File: src/rtl/gascon_pkg.sv
// Shared definitions for the Gascon permutation controller.
//   CWIDTH       : permutation state width in bits
//   MAX_ROUNDS   : rounds in a full permutation
//   ctrl_state_e : controller FSM encoding
//   rc()         : round-constant byte used by reference models of the round block
package gascon_pkg;

    localparam int CWIDTH     = 320;
    localparam int MAX_ROUNDS = 12;

    typedef enum logic [2:0] {
        IDLE,
        LOAD,
        RRST,
        RWAIT,
        DONE
    } ctrl_state_e;

    // ((0xF - idx) << 4) | idx packs into a single byte.
    function automatic logic [7:0] rc(input logic [3:0] idx);
        logic [3:0] hi;
        hi = 4'hF - idx;
        return {hi, idx};
    endfunction

endpackage

File: src/rtl/gascon_watchdog.sv
// Round-block stall watchdog.
// Ports:
//   clk, reset : clock and synchronous active-high reset
//   clr        : restart the count (issued once per round)
//   en         : count while a round is in flight
//   expire     : high during the TIMEOUT-th enabled cycle since the last clear
module gascon_watchdog #(
    parameter int TIMEOUT = 64
) (
    input  logic clk,
    input  logic reset,
    input  logic clr,
    input  logic en,
    output logic expire
);

    localparam int CNT_W = (TIMEOUT > 1) ? $clog2(TIMEOUT) : 1;

    logic [CNT_W-1:0] count;

    always_ff @(posedge clk) begin
        if (reset || clr) begin
            count <= '0;
        end else if (en && !expire) begin
            count <= count + 1'b1;
        end
    end

    assign expire = en && (count == CNT_W'(TIMEOUT - 1));

endmodule

File: src/rtl/gascon_perm_ctrl.sv
// Iterating controller for the single-round Gascon datapath.
// Ports:
//   clk, reset            : clock and synchronous active-high reset
//   start, nrounds,
//   state_in, ready       : request side; inputs sampled when ready=1
//   state_out, valid, ack : result side; valid held until ack
//   error                 : sticky watchdog flag, cleared by reset or next accepted start
//   rnd_state, rnd_idx,
//   rnd_reset             : drive the round block's c / round / reset inputs
//   rnd_done, rnd_result  : round block completion and output
module gascon_perm_ctrl #(
    parameter int CWIDTH     = gascon_pkg::CWIDTH,
    parameter int ROUND_W    = 16,
    parameter int MAX_ROUNDS = gascon_pkg::MAX_ROUNDS,
    parameter int TIMEOUT    = 64
) (
    input  logic              clk,
    input  logic              reset,
    input  logic              start,
    input  logic [3:0]        nrounds,
    input  logic [CWIDTH-1:0] state_in,
    output logic              ready,
    output logic [CWIDTH-1:0] state_out,
    output logic              valid,
    input  logic              ack,
    output logic              error,
    output logic [CWIDTH-1:0] rnd_state,
    output logic [ROUND_W-1:0] rnd_idx,
    output logic              rnd_reset,
    input  logic              rnd_done,
    input  logic [CWIDTH-1:0] rnd_result
);

    import gascon_pkg::*;

    ctrl_state_e       state;
    logic [CWIDTH-1:0] st;
    logic [3:0]        eff;
    logic [3:0]        left;
    logic              wd_expire;
    logic [3:0]        eff_next;

    // Requests longer than a full permutation are clipped to it.
    assign eff_next = ({1'b0, nrounds} > 5'(MAX_ROUNDS)) ? 4'(MAX_ROUNDS) : nrounds;

    gascon_watchdog #(
        .TIMEOUT (TIMEOUT)
    ) u_watchdog (
        .clk    (clk),
        .reset  (reset),
        .clr    (state == RRST),
        .en     (state == RWAIT),
        .expire (wd_expire)
    );

    // Round block runs only while a round is in flight; reset forces it idle too.
    assign rnd_reset = reset | (state != RWAIT);
    assign rnd_state = st;
    assign state_out = st;

    always_ff @(posedge clk) begin
        if (reset) begin
            state   <= IDLE;
            ready   <= 1'b1;
            valid   <= 1'b0;
            error   <= 1'b0;
            st      <= '0;
            rnd_idx <= '0;
            eff     <= '0;
            left    <= '0;
        end else begin
            case (state)
                IDLE: begin
                    if (start) begin
                        st    <= state_in;
                        error <= 1'b0;
                        eff   <= eff_next;
                        ready <= 1'b0;
                        state <= LOAD;
                    end
                end
                LOAD: begin
                    // Shortened permutations run the final rounds of the schedule.
                    rnd_idx <= ROUND_W'(MAX_ROUNDS) - ROUND_W'(eff);
                    left    <= eff;
                    if (eff == 4'd0) begin
                        valid <= 1'b1;
                        state <= DONE;
                    end else begin
                        state <= RRST;
                    end
                end
                RRST: begin
                    state <= RWAIT;
                end
                RWAIT: begin
                    // A done arriving on the expiry cycle still completes the round.
                    if (rnd_done) begin
                        st      <= rnd_result;
                        rnd_idx <= rnd_idx + 1'b1;
                        left    <= left - 1'b1;
                        if (left == 4'd1) begin
                            valid <= 1'b1;
                            state <= DONE;
                        end else begin
                            state <= RRST;
                        end
                    end else if (wd_expire) begin
                        error <= 1'b1;
                        ready <= 1'b1;
                        state <= IDLE;
                    end
                end
                DONE: begin
                    if (ack) begin
                        valid <= 1'b0;
                        ready <= 1'b1;
                        state <= IDLE;
                    end
                end
                default: begin
                    valid <= 1'b0;
                    ready <= 1'b1;
                    state <= IDLE;
                end
            endcase
        end
    end

endmodule
File: config.mk
export PLATFORM = sky130hd
export DESIGN_NAME = gascon_perm_ctrl
export DESIGN_NICKNAME = d
export VERILOG_FILES = /design/src/rtl/gascon_pkg.sv /design/src/rtl/gascon_watchdog.sv /design/src/rtl/gascon_perm_ctrl.sv
export SDC_FILE = /design/constraint.sdc
export NUM_CORES = 1
export LEC_CHECK = 0
export ABC_AREA = 1
export CELL_PAD_IN_SITES_DETAIL_PLACEMENT = 1
export CELL_PAD_IN_SITES_GLOBAL_PLACEMENT = 2
export CORE_AREA = 2 2 508 510
export CTS_BUF_LIST = sky130_fd_sc_hd__clkbuf_8
export DETAILED_ROUTE_END_ITERATION = 10
export DIE_AREA = 0 0 510 512
export HOLD_SLACK_MARGIN = 0.08
export PLACE_DENSITY_LB_ADDON = 0.1
export SYNTH_ARGS = -nofsm -noshare
export SYNTH_HDL_FRONTEND = slang
export SYNTH_SLANG_ARGS = --single-unit
File: constraint.sdc
create_clock -name clk -period 1.9 [get_ports clk]
set_clock_uncertainty 0.2 [all_clocks]
set_input_delay 0.38 -clock clk [delete_from_list [all_inputs] [get_ports clk]]
set_output_delay 0.38 -clock clk [all_outputs]
set_load 0.1 [all_outputs]
==> results.yml <==
detailed_routing:
  drt_iter0_drc: 733
  vias: 24710
  antenna_left: 0
  drc: 0
  routed_wl_um: 180900
  drtPass1Iterations: 4
  wire_per_inst_um: 23.29
  viasPerCell: 3.181
placed_design:
  dp_cells: 6790
  hpwlAfterDp_um: 136200
  numPortBuffers: 1308
  dp_worst_setup_slack_ns: -0.4330
  gp_congestion: 0.7211
critical_path:
  reg2reg_depth: 14
  reg2reg_from: "state[0]"
  crit_buf_inv: 9
  crit_type: "reg -> reg"
  worstPathRequired_ns: 2.39
  crit_start: "state[0]"
  cp-end-kind: "register"
  cp.depth: 14
  crit_path_cell_trace: "nand2_4, nor2_4, buf_4, buf_6, buf_6, buf_6, buf_6, nand2_4, nand2_8, buf_12, clkbuf_16, buf_8, clkbuf_16, o211a_1"
  critPathTopFamily: "buffers and inverters"
  slowest_delay_ns: 0.36
  startpoint_type: "register"
  worst-path-max-fanout: 8
  worst_ep_arrival_time_ns: 2.90
  crit_top_cell: "buf_6"
  critPathSlowestCell: "dfxtp_4"
cts:
  htreeDepth: 3
  clk_path_buf_depth: 3
  cts_root_buf: "clkbuf_8"
  clkLatencyLatePin_ns: 0.81
  clkTransAtPathRegs_ns: 0.05
  clock_sinks: 356
  cts_made_buffers: 90
  tritoncts: "built"
yosys:
  postSynth.asyncResetShare_pct: 0
  yosys_most_used_dff: "dfxtp_1"
  syn_area_per_cell_um2: 7.852
  ys_ff_latch: 356
  synth_nets: 3062
  ys_seq_area_share_pct: 37.69
  synthCells: 2408
  synth_edf_count: 0
  syn_area_um2: 18910
  ys_warn_count: 0
  synth_cell_type_count: 31
floorplan:
  die_area_um2: 261100
  die-width_um: 510
  core_um2: 255800
  num_rows: 186
  die_h_um: 512
  io-pin-count: 1309
  start_util_pct: 7.393
worst_hold_path:
  hold_class: "in -> reg"
  hold_depth: 4
  hold_start: "state_in[214]"
layout:
  num-nets-final: 4936
  areaGrowthSynthToFinish_pct: 191.4
  final_cell_mix: "buf_12 (737), nand2_1 (669), clkdlybuf4s50_1 (648)"
  seq_area_um2: 8401
  multi_input_area_um2: 8942
  fin_util_pct: 21.54
  fillers: 28850
  final_common_cell: "buf_12"
  drive_gt1_share_pct: 36.57
  final_cells: 7768
power:
  power-per-cell-area_nw_per_um2: 1499
  ir_worst_vdd_mv: 0.7900
  p_leak_nw: 23.82
sta:
  slew_headroom_pct: 74.63
  fin_ws_ns: -0.5156
  maxSlewViolCount: 0
  totalNegativeSetupSlack_ns: -163.38
  fmax_ghz: 0.4140
  hold_violations: 0
  setup_violations: 988
  fin_crit_sh_pct: 127.1
  whs_ns: 0.2094
  rsz0062_at_grt: "true"
  max_slew.worst_pin.slew_ns: 0.3793
  period_needed_ns: 2.416
global_routing:
  grt_remaining_overflow: 0
  grt.total_usage_pct: 12.70
  grt_pass1_wl_um: 231200
  grt_pass1_vias: 27310
  grt_max_degree: 55
  grt_antenna_before_repair: 38
outcome:
  status: "finished with violations"
  violations: "setup timing"
run:
  maxCapViolations: 0
==> Yosys cell counts, types with 4 or more instances <==
library cell | instances | share of area [%]
nand2_1 | 706 | 14
nor2_1 | 33 | 0.66
buf_4 | 342 | 14
buf_2 | 88 | 2.3
ha_1 | 5 | 0.33
o21ai_0 | 35 | 0.93
xor2_1 | 4 | 0.19
nand3_1 | 345 | 9.1
inv_1 | 37 | 0.73
a21oi_1 | 34 | 0.90
dfxtp_1 | 356 | 38
o211a_1 | 320 | 17
clkbuf_1 | 70 | 1.4
a31oi_1 | 5 | 0.17
==> power breakdown <==
part / switching (mW) / internal (mW) / total [mW]
combinational: 35.0 / 22.1 / 57.1
clock: 4.78 / 5.77 / 10.6
sequential: 4.60 / 10.4 / 15.0
==> timing repair <==
action                                 in CTS  in global routing
pin swaps                                   4                 20
cloned                                     17                 63
resized for setup                         424                217
setup endpoints to repair                 973               1000
endpoints found under the hold margin     325                  0
hold buffers                              627                  0
buffers inserted                           37                 48
==> final cells by class <==
class / count / share of cell area [%]
sequential: 356 / 15.25
multi-input combinational: 1508 / 16.23
tap: 3384 / 7.685
inverter: 39 / 0.2793
antenna: 28 / 0.1272
clock buffer: 117 / 2.923
timing repair buffer: 2287 / 56.99
clock inverter: 49 / 0.5223
==> metrics by stage <==
stage,total power [mW],area (µm²)
after floorplan,44.32,19330
after global placement,65.86,42120
after detailed placement,65.80,42120
after CTS,80.93,52250
after global routing,85.99,55080
final,82.61,55100
==> worst register-to-register path, cell delays in order, from the launching register on <==
cell and delay (ns):
dfxtp_4 0.36, nand2_4 0.08, nor2_4 0.04, buf_4 0.13
buf_6 0.11, buf_6 0.10, buf_6 0.10, buf_6 0.12
nand2_4 0.08, nand2_8 0.11, buf_12 0.18, clkbuf_16 0.21
buf_8 0.15, clkbuf_16 0.15, o211a_1 0.20
==> cells by family (layout without fill, tap and decap cells) <==
kind of cell | count (synthesis) | after routing | share of synthesized area [%]
other | 0 | 28 | 0
buffers and inverters | 544 | 2492 | 18.25
AO/OA/AOI/OAI | 401 | 401 | 19.20
adder cells (fa/ha/maj) | 5 | 5 | 0.3309
flip-flops | 356 | 356 | 37.69
XOR/XNOR | 5 | 5 | 0.2316
AND/OR/NAND/NOR | 1097 | 1097 | 24.29
==> state kept, by name (all words and copies together) (netlist names) <==
register          cells
error                 1
u_watchdog.count      6
ready                 1
eff                   4
rnd_state           320
valid                 1
state                 3
rnd_idx              16
left                  4
==> path summary, 6_finish.rpt <==
check	endpoint	slack (ns)
worst max register to register	rnd_state[293]	-0.52
worst max-delay path	rnd_state[293]	-0.52
worst min-delay path	rnd_state[214]	0.21
worst min register to register	ready	0.29
==> layer usage <==
layer,routed length [µm],vias to the layer above,GRT usage [%]
met2,91270,954,22.68
met5,115,-,0
met4,4126,18,3.500
met3,12630,163,3.866
li1,-,11790,-
met1,72790,11780,14.42
No activity file was read; power rests on OpenSTA's default activity.
